===== src/rtl/fetch_unit_if.sv =====
// Bundle of the fetch stage's memory-read bus, decode hand-off and next-PC inputs.
// Both handshakes are level-based and complete on a rising edge. MEM_REQ/MEM_ADDR hold
// until an edge where MEM_ACK=1 (MEM_DATA is valid in that cycle). INSTR/INSTR_VALID/PC
// hold until an edge where INSTR_READY=1.
interface fetch_unit_if;
  logic [14:0] PC_next;
  logic        HALT;
  logic        MEM_REQ;
  logic [14:0] MEM_ADDR;
  logic        MEM_ACK;
  logic [7:0]  MEM_DATA;
  logic [7:0]  INSTR;
  logic        INSTR_VALID;
  logic        INSTR_READY;
  logic [14:0] PC;
  logic        FETCH_ERR;

  modport master (
    input  PC_next, HALT, MEM_ACK, MEM_DATA, INSTR_READY,
    output MEM_REQ, MEM_ADDR, INSTR, INSTR_VALID, PC, FETCH_ERR
  );

  modport slave (
    output PC_next, HALT, MEM_ACK, MEM_DATA, INSTR_READY,
    input  MEM_REQ, MEM_ADDR, INSTR, INSTR_VALID, PC, FETCH_ERR
  );
endinterface


===== src/rtl/fetch_unit.sv =====
// Instruction fetch stage: owns the PC, reads one byte per step from program memory
// and hands it to decode. A fetch that goes unacknowledged too long latches a sticky error.
module fetch_unit #(
  parameter logic [14:0] RESET_PC = 15'h0000,
  parameter int unsigned TIMEOUT  = 15
) (
  input  logic         CLK,
  input  logic         RESET_N,
  fetch_unit_if.master bus,
  output logic [1:0]   dbg_state
);

  typedef enum logic [1:0] {
    S_IDLE  = 2'd0,
    S_FETCH = 2'd1,
    S_VALID = 2'd2,
    S_ERROR = 2'd3
  } state_t;

  localparam logic [7:0] TIMEOUT_CNT = TIMEOUT[7:0];

  state_t      state_q, state_d;
  logic [14:0] pc_q, pc_d;
  logic        req_q, req_d;
  logic [7:0]  instr_q, instr_d;
  logic        valid_q, valid_d;
  logic        err_q, err_d;
  logic [7:0]  cnt_q, cnt_d;
  logic [7:0]  cnt_inc;

  assign cnt_inc = cnt_q + 8'd1;

  always_ff @(posedge CLK) begin
    if (!RESET_N) begin
      state_q <= S_IDLE;
      pc_q    <= RESET_PC;
      req_q   <= 1'b0;
      instr_q <= 8'h00;
      valid_q <= 1'b0;
      err_q   <= 1'b0;
      cnt_q   <= 8'd0;
    end else begin
      state_q <= state_d;
      pc_q    <= pc_d;
      req_q   <= req_d;
      instr_q <= instr_d;
      valid_q <= valid_d;
      err_q   <= err_d;
      cnt_q   <= cnt_d;
    end
  end

  always_comb begin
    state_d = state_q;
    pc_d    = pc_q;
    req_d   = req_q;
    instr_d = instr_q;
    valid_d = valid_q;
    err_d   = err_q;
    cnt_d   = cnt_q;
    unique case (state_q)
      S_IDLE: begin
        if (!bus.HALT) begin
          state_d = S_FETCH;
          req_d   = 1'b1;
          cnt_d   = 8'd0;
        end
      end
      S_FETCH: begin
        // An ack in the same cycle as the final wait beats the timeout.
        if (bus.MEM_ACK) begin
          instr_d = bus.MEM_DATA;
          valid_d = 1'b1;
          req_d   = 1'b0;
          state_d = S_VALID;
        end else begin
          cnt_d = cnt_inc;
          if (cnt_inc == TIMEOUT_CNT) begin
            req_d   = 1'b0;
            err_d   = 1'b1;
            state_d = S_ERROR;
          end
        end
      end
      S_VALID: begin
        if (bus.INSTR_READY) begin
          pc_d    = bus.PC_next;
          valid_d = 1'b0;
          if (bus.HALT) begin
            state_d = S_IDLE;
          end else begin
            state_d = S_FETCH;
            req_d   = 1'b1;
            cnt_d   = 8'd0;
          end
        end
      end
      S_ERROR: begin
        state_d = S_ERROR;
      end
      default: state_d = S_IDLE;
    endcase
  end

  assign bus.MEM_REQ     = req_q;
  assign bus.MEM_ADDR    = pc_q;
  assign bus.PC          = pc_q;
  assign bus.INSTR       = instr_q;
  assign bus.INSTR_VALID = valid_q;
  assign bus.FETCH_ERR   = err_q;
  assign dbg_state       = state_q;

endmodule


===== src/flat_wrapper.sv =====
// flat-port wrapper written by rule: the top's interface ports become plain ports
module fetch_unit_flat 
#(
  parameter logic [14:0] RESET_PC = 15'h0000,
  parameter int unsigned TIMEOUT  = 15
)
  (CLK, RESET_N, dbg_state, bus_PC_next, bus_HALT, bus_MEM_ACK, bus_MEM_DATA, bus_INSTR_READY, bus_MEM_REQ, bus_MEM_ADDR, bus_INSTR, bus_INSTR_VALID, bus_PC, bus_FETCH_ERR);
  fetch_unit_if bus_i ();
  input  logic CLK;
  input  logic RESET_N;
  output logic [1:0] dbg_state;
  input wire logic [$bits(bus_i.PC_next)-1:0] bus_PC_next;
  input wire logic [$bits(bus_i.HALT)-1:0] bus_HALT;
  input wire logic [$bits(bus_i.MEM_ACK)-1:0] bus_MEM_ACK;
  input wire logic [$bits(bus_i.MEM_DATA)-1:0] bus_MEM_DATA;
  input wire logic [$bits(bus_i.INSTR_READY)-1:0] bus_INSTR_READY;
  output wire logic [$bits(bus_i.MEM_REQ)-1:0] bus_MEM_REQ;
  output wire logic [$bits(bus_i.MEM_ADDR)-1:0] bus_MEM_ADDR;
  output wire logic [$bits(bus_i.INSTR)-1:0] bus_INSTR;
  output wire logic [$bits(bus_i.INSTR_VALID)-1:0] bus_INSTR_VALID;
  output wire logic [$bits(bus_i.PC)-1:0] bus_PC;
  output wire logic [$bits(bus_i.FETCH_ERR)-1:0] bus_FETCH_ERR;
  assign bus_i.PC_next = bus_PC_next;
  assign bus_i.HALT = bus_HALT;
  assign bus_i.MEM_ACK = bus_MEM_ACK;
  assign bus_i.MEM_DATA = bus_MEM_DATA;
  assign bus_i.INSTR_READY = bus_INSTR_READY;
  assign bus_MEM_REQ = bus_i.MEM_REQ;
  assign bus_MEM_ADDR = bus_i.MEM_ADDR;
  assign bus_INSTR = bus_i.INSTR;
  assign bus_INSTR_VALID = bus_i.INSTR_VALID;
  assign bus_PC = bus_i.PC;
  assign bus_FETCH_ERR = bus_i.FETCH_ERR;
  fetch_unit #(.RESET_PC(RESET_PC), .TIMEOUT(TIMEOUT)) u_core (.CLK(CLK), .RESET_N(RESET_N), .bus(bus_i), .dbg_state(dbg_state));
endmodule

===== config.mk =====
export PLATFORM = sky130hd
export DESIGN_NAME = fetch_unit_flat
export DESIGN_NICKNAME = d
export VERILOG_FILES = /design/src/rtl/fetch_unit_if.sv /design/src/rtl/fetch_unit.sv /design/src/flat_wrapper.sv
export SDC_FILE = /design/constraint.sdc
export NUM_CORES = 1
export LEC_CHECK = 0
export ABC_AREA = 1
export CAP_MARGIN = 20
export CORE_MARGIN = 4
export CORE_UTILIZATION = 40
export DETAILED_ROUTE_END_ITERATION = 10
export PLACE_DENSITY = 0.85
export SYNTH_ARGS = -nofsm -noshare
export SYNTH_HDL_FRONTEND = slang
export SYNTH_SLANG_ARGS = --single-unit

===== constraint.sdc =====
create_clock -name CLK -period 1.7 [get_ports CLK]
set_input_delay 0.17 -clock CLK [delete_from_list [all_inputs] [get_ports CLK]]
set_output_delay 0.17 -clock CLK [all_outputs]
set_load 0.005 [all_outputs]

# == Word level (Yosys, flattened, before mapping) ==
# Index checks and enable logic that the tools add are counted.
# word_totals
reg_bits,36
elab_cells,46
out_inout_bits,43
inputBits,28
# op_classes
n_addsub,1
muxes,18
eq_ne,9
n_bitwise,1
n_reduce_logical,10
# op_table
operator,count
8-bit 2-to-1 mux,3
8-bit case mux with 3 select lines,1
3-bit AND reduction,5
8-bit by 1-bit adder with 8-bit output (second input constant),1
8-bit by 4-bit == test with 1-bit output (second input constant),1
2-bit 2-to-1 mux,4
2-bit inequality test (second input constant),4
2-bit case mux with 4 select lines,1
1-bit 2-to-1 mux,7
2-bit == test (second input constant),2
2-bit AND reduction,2
3-bit by 2-bit inequality test with 1-bit output (second input constant),1
1-bit case mux with 3 select lines,1
3-bit nonzero test,1
2-bit by 1-bit == test with 1-bit output (second input constant),1
2-bit zero test,1
1-bit case mux with 2 select lines,1
2-bit nonzero test,1
1-bit NOT,1

# == Longest topological paths before layout ==
# Gate-level depths: netlist of the first run.
# depth
depth_word,5
mapped_depth,12
depth_no_buf,12

# == Least setup slack after synthesis of the first run ==
# No wires, ideal clock.
# synth_path
path_kind,reg2reg
startpoint,reg u_core.cnt_q[1]
endpoint,"reg u_core.state_q[0], in the netlist u_core.dbg_state[0]"
t_required_ns,1.591
setup_ns,0.109
period_less_slack_ns,1.341
arrival_ns,1.232
stages_incl_launch_ff,11
path_slack_ns,0.359
n_path_buf,0
path_cell_list,dfxtp_1 -> ha_1 -> nand3_2 -> o21ai_1 -> nand2_1 -> nor2_1 -> nand2_1 -> nand2_2 -> nand3_1 -> nand2_1 -> inv_1
# synth_via
elab_chain_cells,4
# synth_rtl
item,line_no,source
from (decl),fetch_unit.sv:28,"logic [7:0] cnt_q, cnt_d;"
from (signal assigned),fetch_unit.sv:49,cnt_q <= cnt_d;
8-bit by 1-bit adder with 8-bit output,fetch_unit.sv:31,assign cnt_inc = cnt_q + 8'd1;
8-bit by 4-bit == test with 1-bit output,fetch_unit.sv:78,if (cnt_inc == TIMEOUT_CNT) begin
3-bit by 2-bit inequality test with 1-bit output (no source line),--,
3-bit AND reduction (no source line),--,
to (signal assigned),fetch_unit.sv:43,state_q <= state_d;
to (decl),fetch_unit.sv:22,"state_t state_q, state_d;"
# Every way passes these cells.
# A chain may end at the register's enable or synchronous reset.

# == Final worst setup path of the first run ==
# Same ends and word-level chain as after synthesis.

==> run_results.csv, run 1 <==
group,metric,value,unit
sta,worst_slack,0.207,ns
global_route,grt-ovfl-total,0,
global_route,grt_pass1_wl,6.84,mm
global_route,antenna_found_initial,0,
cells_and_area,n_antenna_cell,0,
clocking,cts-root-buf,"clkbuf_8",
detailed_routing,wl_per_cell,13.0,um
sta,setup_viol,0,
clocking,clk_pin_slew,0.07,ns
critical_path,crit_type,"reg2reg",
clocking,htreeDepth,2,
logic_synthesis,syn_nets,258,
critical_path,crit_path_end_kind,"register",
logic_synthesis,synth_area_per_cell,7.42,um2
run_status,outcome,"completed",
clocking,numCtsBuffers,5,
die,fp.dieArea,5330,um2
detailed_routing,drt_iter0_drc,92,
logic_synthesis,syn_inst,228,
cells_and_area,layout-drive-gt1-share,9.72,%
die,ios,71,
pwr,leakagePower,0.874,nW
clocking,cts_resized,0,
clocking,clock_sinks,36,
logic_synthesis,yosys-top-cells-area,"dfxtp_1 (43%), nand2_1 (13%), a21oi_1 (9.5%)",
die,start_util,41.7,%
global_route,grt_max_degree,26,
global_route,grt_usage,16.5,%
min_path,min_path_type,"in2reg",
placed_design,postPlaceCellArea,2340,um2
die,rows,23,
logic_synthesis,yosysWarningCount,0,
placed_design,place_congestion,0.860,
clocking,cts_buffer_depth,2,
logic_synthesis,syn_area,1690,um2
cells_and_area,fin_area,2460,um2
sta,final-hold-violation-count,0,
sta,period_needed,1.49,ns
logic_synthesis,yosysTopAreaCell,"dfxtp_1",
sta,drv_slew,0,
logic_synthesis,synth_most_common_cell,"nand2_1",
logic_synthesis,synthTopCellsByCount,"nand2_1 (57), dfxtp_1 (36), a21oi_1 (32)",
placed_design,dp_hpwl,3.29,mm
detailed_routing,vias,1631,
critical_path,cp.arrival,1.68,ns
sta,grt_setup_unrepaired,"no",
cells_and_area,syn2layout_area_growth,45.6,%
critical_path,crit_fanout,4,
detailed_routing,drc,0,
logic_synthesis,ys_seq_elements,36,
clocking,post_cts_buffers,0,
placed_design,post-place-ws,0.126,ns
logic_synthesis,synth_top_area_share,42.6,%
clocking,clk_latency,0.29,ns
die,die_h,73.0,um
detailed_routing,totalWireLength,4.39,mm
die,coreArea,4060,um2
job,drv_cap,0,
logic_synthesis,ys_types,24,
detailed_routing,drtPass1Iterations,4,
clocking,tritoncts,"yes",
placed_design,port-buffer-count,70,
sta,max_slew_margin,63.9,%
pwr,power_density,815,nW/um2
logic_synthesis,yosysSeqAreaShare,42.6,%
logic_synthesis,async_flop_share,0,%
detailed_routing,vias_per_cell,4.83,
logic_synthesis,synth_edf_count,0,
global_route,grt_pass1_vias,1508,
pwr,vdd_ir_drop_max,527,uV
cells_and_area,nNetsFinal,317,
sta,fin_crit_sh,87.8,%
cells_and_area,post-route-util,60.7,%
sta,clock_skew,0.00457,ns
detailed_routing,postRouteAntennaNets,0,
sta,max_freq,670,MHz
sta,fin_setup_tns,0,ns
die,die_w,73.0,um
clocking,cts_hold_buffers,0,
logic_synthesis,synth_flop_cell,"dfxtp_1",
critical_path,critPathLaunchType,"register",
critical_path,required,1.89,ns
sta,worst_pin_slew,0.540,ns
placed cells by master, fill, tap and decap left out, drive strengths merged:
cell type      synthesis  layout
ha                     2       2
nand3b                 1       1
clkdlybuf4s50          0      70
nand2                 60      60
o21a                   1       1
clkinv                 0       1
nor2                  19      19
o21ai                  5       5
dfxtp                 36      36
clkbuf                 4       6
bufinv                 0       1
xor2                   1       1
buf                   21       7
o21bai                 1       1
nand3                 28      28
a21oi                 33      33
inv                   16      16
cells by family after synthesis:
| kind of cell | share of synthesized area (%) |
|---|---|
| adders and majority gates | 1.48 |
| and+or+nand+nor | 29.8 |
| buffers and inverters | 13.2 |
| xor gates and xnor gates | 0.518 |
| DFF | 42.6 |
| AOI/OAI and AO/OA | 12.4 |
sequential cells by signal (all words and copies together), names as in the netlist:
signal and count:
u_core.bus.FETCH_ERR 1, u_core.bus.MEM_ADDR 15, u_core.dbg_state 2, u_core.bus.INSTR 8, u_core.cnt_q 8, u_core.bus.MEM_REQ 1, u_core.bus.INSTR_VALID 1
worst max-delay path, stage by stage, from the launching register on:
cell and delay [ns]:
dfxtp_1 0.40, ha_1 0.23, nand3_2 0.12, o21ai_1 0.13
nand2_1 0.08, nor2_1 0.10, nand2_1 0.08, nand2_2 0.09
nand3_1 0.07, nand2_1 0.06, inv_1 0.03
path summary, 6_finish.rpt:
check | start | end | slack [ns] | cells past startpoint
min reg2reg | u_core.bus.INSTR[2] | u_core.bus.INSTR[2] | 0.46 | 2
max reg2reg | u_core.cnt_q[1] | u_core.dbg_state[0] | 0.21 | 10
min | bus_PC_next[11] | u_core.bus.MEM_ADDR[11] | 0.45 | 3
max | u_core.cnt_q[1] | u_core.dbg_state[0] | 0.21 | 10
final cells by class:
class / instances / area, um2
sequential: 36 / 721
clock inverter: 2 / 35.0
clock buffer: 6 / 72.6
fill: 353 / 1590
tap: 50 / 62.6
inverter: 16 / 60.1
multi-input combinational: 151 / 747
timing repair buffer: 77 / 766
power breakdown:
group | internal [mW] | total, mW | switching [mW]
Combinational | 0.192 | 0.361 | 0.169
Sequential | 0.881 | 0.913 | 0.0323
Clock | 0.435 | 0.735 | 0.300
Total | 1.51 | 2.01 | 0.501
layer usage:
| layer | vias to the layer above | part of all wire [%] | global-route usage, % |
|---|---|---|---|
| li1 | 840 | - | - |
| met1 | 731 | 41 | 19.1 |
| met2 | 54 | 51 | 27.9 |
| met3 | 6 | 7.4 | 5.51 |
| met4 | 0 | 1.2 | 6.15 |
| met5 | - | 0 | 0 |
per-stage QoR:
step                std cells  hold WS [ns]  total power, mW
global route              338         0.452             2.08
CTS                       336         0.445             2.01
floorplan                 228         0.288             1.11
global placement          328         0.449             1.27
detailed placement        328         0.454             1.28
finish                    338         0.449             2.01
(Power assumes the default switching activity.)
==> run 2: changes to the inputs <==
- CAP_MARGIN: 20 -> unset
- CTS_BUF_LIST: unset -> sky130_fd_sc_hd__clkbuf_2 sky130_fd_sc_hd__clkbuf_4 sky130_fd_sc_hd__clkbuf_8
==> run_results.csv, run 2 (synthesis results as in run 1) <==
group,metric,value,unit
min_path,holdPathEnd,"u_core.bus.MEM_ADDR[11]",
critical_path,cpMostUsedCell,"nand2_1",
clocking,cts-root-buf,"clkbuf_8",
placed_design,post-place-ws,0.126,ns
sta,setup_viol,0,
cells_and_area,nFillCells,350,
sta,fin_crit_sh,87.9,%
clocking,cts_buffer_depth,2,
critical_path,critical_path_buf_inv_count,1,
clocking,clock_sinks,36,
cells_and_area,multi_input_area,747,um2
sta,drv_slew,0,
cells_and_area,syn2layout_area_growth,45.9,%
job,drv_cap,0,
pwr,p_int,1.52,mW
critical_path,required,1.89,ns
cells_and_area,largest_reg_flops,15,
global_route,met3_usage,5.51,%
pwr,clkPwrFrac,37.1,%
sta,holdWs,0.451,ns
clocking,numCtsBuffers,5,
sta,max_freq,669,MHz
critical_path,critPathLaunchType,"register",
clocking,clk_latency,0.29,ns
critical_path,cp.arrival,1.69,ns
global_route,grt.busiest_layer,"met2",
critical_path,crit_type,"reg2reg",
sta,clock_skew,0.00583,ns
critical_path,crit_path_end_kind,"register",
detailed_routing,vias,1638,
pwr,leakagePower,0.877,nW
placed_design,dp_hpwl,3.29,mm
cells_and_area,fin_area,2470,um2
min_path,hold_path_depth,3,
pwr,p_sw,504,uW
critical_path,crit_slowest_cell,"dfxtp_1",
global_route,grt-ovfl-total,0,
pwr,vdd_ir_drop_max,528,uV
cells_and_area,layout-drive-gt1-share,10.1,%
critical_path,crit_chain,"ha_1, nand3_2, o21ai_1, nand2_1, nor2_1, nand2_1, nand2_2, nand3_1, nand2_1, inv_1",
die,start_util,41.7,%
die,ios,71,
cells_and_area,final_common_cell,"clkdlybuf4s50_1",
critical_path,r2r_start,"u_core.cnt_q[1]",
critical_path,timing.critical_path.from,"u_core.cnt_q[1]",
critical_path,crit_fanout,4,
run_status,outcome,"completed",
critical_path,critPathTopFamily,"simple AND/OR/NAND/NOR gates",
global_route,antenna_found_initial,0,
pwr,comb_power_share,17.8,%
cells_and_area,n_antenna_cell,0,
sta,final-hold-violation-count,0,
sta,period_needed,1.49,ns
cells_and_area,nNetsFinal,317,
critical_path,slowest_delay,0.40,ns
cells_and_area,layout_common_cells,"clkdlybuf4s50_1 (70), nand2_1 (57), dfxtp_1 (36), a21oi_1 (32), nand3_1 (27)",
die,rows,23,
sta,worst_slack,0.206,ns
global_route,use_met1,19.5,%
clocking,tritoncts,"yes",
critical_path,reg2reg_slack,0.21,ns
cells_and_area,instances_no_fill,338,
detailed_routing,totalWireLength,4.41,mm
critical_path,reg2reg_depth,10,
global_route,grt_usage,16.5,%
min_path,min_from,"bus_PC_next[11]",
detailed_routing,drt_iter0_drc,127,
clocking,clk_pin_slew,0.07,ns
global_route,use_met2,27.7,%
detailed_routing,postRouteAntennaNets,0,
sta,grt_setup_unrepaired,"no",
global_route,grt_max_degree,26,
die,die_h,73.0,um
global_route,grt_pass1_vias,1510,
die,fp.dieArea,5330,um2
cells_and_area,register_area,721,um2
sta,worst_pin_slew,0.548,ns
pwr,switching_share,24.8,%
pwr,power_frac_seq,45.0,%
placed_design,postPlaceCellArea,2340,um2
min_path,min_path_type,"in2reg",
die,coreArea,4060,um2
clocking,cts_resized,0,
placed_design,place_congestion,0.860,
detailed_routing,wl_per_cell,13.1,um
sta,fin_setup_tns,0,ns
detailed_routing,drtPass1Iterations,4,
placed_design,port-buffer-count,70,
die,die_w,73.0,um
critical_path,r2r-end,"u_core.dbg_state[0]",
pwr,power_density,822,nW/um2
detailed_routing,vias_per_cell,4.85,
global_route,grt_pass1_wl,6.87,mm
clocking,htreeDepth,2,
detailed_routing,drc,0,
sta,max_slew_margin,63.4,%
placed_design,placed_cells,328,
## run 2: cell count changes in the layout (fill, tap and decap cells not counted)
cell      previous run  this run
clkbuf_4             0         1
clkbuf_1             1         0
## run 2: stage by stage
stage | power (mW) | utilization, %
2_1_floorplan | 1.11 | -
4_1_cts | 2.03 | 60.4
3_3_place_gp | 1.27 | 57.7
3_5_place_dp | 1.28 | 57.7
6_report | 2.03 | 60.8
5_1_grt | 2.10 | 60.8
## run 2: power groups by stage
stage	clock network [mW]	logic (mW)	registers [mW]
2_1_floorplan	0	0.177	0.931
3_3_place_gp	0	0.342	0.931
3_5_place_dp	0	0.352	0.931
4_1_cts	0.763	0.353	0.913
5_1_grt	0.792	0.393	0.918
6_report	0.753	0.361	0.913
## run 2: area by class of cell
type / count / area share, %
Timing Repair Buffer: 77 / 31.0
Multi-Input combinational cell: 151 / 30.3
Sequential cell: 36 / 29.2
Clock buffer: 6 / 3.09
Tap cell: 50 / 2.54
Inverter: 16 / 2.43
Clock inverter: 2 / 1.42
## run 2: worst max-delay path by stage
stage	to	slack, ns	cells after the start
after floorplan	u_core.dbg_state[0]	0.36	10
after global placement	u_core.bus.FETCH_ERR	0.19	7
after detailed placement	u_core.bus.FETCH_ERR	0.13	7
after CTS	u_core.bus.FETCH_ERR	0.1	7
after global routing	u_core.dbg_state[0]	0.01	12
final	u_core.dbg_state[0]	0.21	10
## run 2: what timing repair did
action | 4_1_cts | 5_1_grt
buffers inserted | 0 | 2
setup endpoints to repair | 0 | 2
hold buffers | 0 | 0
## run 2: tightest hold or removal path: cells and delay by family
| kind | cells | cell delay, ns |
|---|---|---|
| AO/OA/AOI/OAI | 1 | 0.06 |
| buffers and inverters | 1 | 0.39 |
| AND/OR/NAND/NOR | 1 | 0.08 |
## run 2: layer usage
metal	vias up	part of all wire, %
met5	-	0
met4	0	1.2
met3	6	7.7
met2	58	51
met1	736	40
li1	838	-
==> run 3: changes to the inputs <==
- CORE_MARGIN: 4 -> unset
- CTS_CLUSTER_DIAMETER: unset -> 80
==> run_results.csv, run 3 (synthesis results as in run 1) <==
group,metric,value,unit
run_status,outcome,"completed",
critical_path,crit_fanout,4,
die,fp.dieArea,4490,um2
sta,drv_slew,0,
detailed_routing,drtPass1Iterations,4,
placed_design,port-buffer-count,70,
clocking,numCtsBuffers,5,
die,die_h,67.0,um
critical_path,critPathTopFamily,"simple AND/OR/NAND/NOR gates",
cells_and_area,largest_reg_flops,15,
die,start_util,42.0,%
critical_path,required,1.88,ns
pwr,clkPwrFrac,33.6,%
global_route,antenna_found_initial,0,
critical_path,crit_type,"reg2reg",
critical_path,crit_slowest_cell,"dfxtp_1",
pwr,comb_power_share,19.2,%
global_route,grt_pass1_wl,6.59,mm
detailed_routing,wl_per_cell,12.7,um
cells_and_area,n_antenna_cell,0,
pwr,p_int,1.44,mW
clocking,htreeDepth,2,
critical_path,critPathLaunchType,"register",
pwr,switching_share,25.6,%
clocking,tritoncts,"yes",
placed_design,post-place-ws,0.158,ns
cells_and_area,syn2layout_area_growth,46.5,%
die,die_w,67.0,um
sta,worst_slack,0.179,ns
sta,fin_crit_sh,89.5,%
detailed_routing,vias_per_cell,4.91,
min_path,min_path_type,"reg2reg",
critical_path,cp.arrival,1.70,ns
detailed_routing,drt_iter0_drc,96,
clocking,clk_pin_slew,0.07,ns
clocking,clk_latency,0.29,ns
detailed_routing,postRouteAntennaNets,0,
critical_path,cpMostUsedCell,"nand2_1",
die,ios,71,
sta,max_freq,657,MHz
cells_and_area,layout-drive-gt1-share,11.4,%
sta,worst_pin_slew,0.490,ns
global_route,grt_usage,19.9,%
cells_and_area,nFillCells,361,
critical_path,slowest_delay,0.40,ns
cells_and_area,layout_common_cells,"clkdlybuf4s50_1 (70), nand2_1 (57), dfxtp_1 (35), a21oi_1 (32), nand3_1 (27)",
pwr,p_sw,497,uW
pwr,vdd_ir_drop_max,584,uV
sta,period_needed,1.52,ns
placed_design,place_congestion,0.873,
sta,max_slew_margin,67.2,%
placed_design,dp_hpwl,3.11,mm
die,rows,23,
critical_path,crit_path_end_kind,"register",
pwr,power_frac_seq,47.2,%
global_route,grt-ovfl-total,0,
detailed_routing,drc,0,
clocking,clock_sinks,36,
clocking,cts_buffer_depth,2,
pwr,power_density,782,nW/um2
die,coreArea,4030,um2
sta,final-hold-violation-count,0,
detailed_routing,totalWireLength,4.31,mm
job,drv_cap,0,
critical_path,crit_chain,"ha_2, inv_1, nand2_1, nand2_1, nor2_1, nand3_1, nor2_1, nand2_1, nand2_2, nand2_1, nand2_1, nor2_1",
detailed_routing,vias,1668,
cells_and_area,nNetsFinal,320,
cells_and_area,post-route-util,61.5,%
sta,grt_setup_unrepaired,"no",
clocking,cts-root-buf,"clkbuf_8",
global_route,grt_max_degree,26,
pwr,leakagePower,0.882,nW
sta,fin_setup_tns,0,ns
sta,setup_viol,0,
cells_and_area,final_common_cell,"clkdlybuf4s50_1",
sta,clock_skew,0.00803,ns
critical_path,critical_path_buf_inv_count,1,
global_route,grt_pass1_vias,1484,
-- run 3: changes by cell type in the layout (fill, tap and decap cells not counted) --
| cell | change |
|---|---|
| ha_1 | -1 |
| dfxtp_1 | -1 |
| ha_2 | +1 |
| clkbuf_8 | +2 |
| buf_4 | +3 |
| clkinv_2 | -1 |
| clkbuf_4 | -1 |
| bufinv_16 | -1 |
| dfxtp_2 | +1 |
-- run 3: worst reg2reg max path, delay by kind of cell, from the launching register on --
kind	cells	cell delay [ns]
AND/OR/NAND/NOR	10	0.70
flip-flops	1	0.40
adder cells (fa/ha/maj)	1	0.24
buffers and inverters	1	0.07
-- run 3: path summary, 6_finish.rpt --
check	end	cells past startpoint	slack (ns)	startpoint
setup / recovery	u_core.bus.MEM_REQ	12	0.18	u_core.cnt_q[0]
hold / removal	u_core.bus.INSTR[6]	2	0.46	u_core.bus.INSTR[6]
setup reg to reg	u_core.bus.MEM_REQ	12	0.18	u_core.cnt_q[0]
hold reg to reg	u_core.bus.INSTR[6]	2	0.46	u_core.bus.INSTR[6]
-- run 3: layer usage --
layer	share of wire, %	track usage [%]
met1	41	22.6
met2	52	33.9
met3	5.6	5.82
met4	2.0	8.78
met5	0	0
-- run 3: layout make-up --
class	count	area (um2)	area share, %
well taps	50	62.6	2.52
multi-input cells	151	749	30.2
flip-flops and latches	36	722	29.1
inverters	16	60.1	2.42
repair buffers	80	788	31.8
clock buffers	7	96.3	3.89
-- run 3: repair_timing --
action                                  4_1_cts  5_1_grt
buffers inserted                              0        4
hold buffers                                  0        0
resized for setup                             0        2
endpoints found under the setup margin        0        4
-- run 3: metrics by stage --
stage	hold WS, ns	power (mW)	cells	instance area [um2]
6_report	0.464	1.94	340	2480
5_1_grt	0.472	2.02	340	2480
4_1_cts	0.460	1.93	336	2440
3_5_place_dp	0.455	1.28	329	2350
3_3_place_gp	0.450	1.27	329	2350
2_1_floorplan	0.288	1.11	228	1690
-- run 3: power by group through the flow --
stage	sequential (mW)	clock (mW)	combinational [mW]
final	0.915	0.652	0.373
after global routing	0.920	0.693	0.408
after CTS	0.915	0.658	0.354
after detailed placement	0.933	0	0.351
after global placement	0.932	0	0.342
after floorplan	0.931	0	0.177
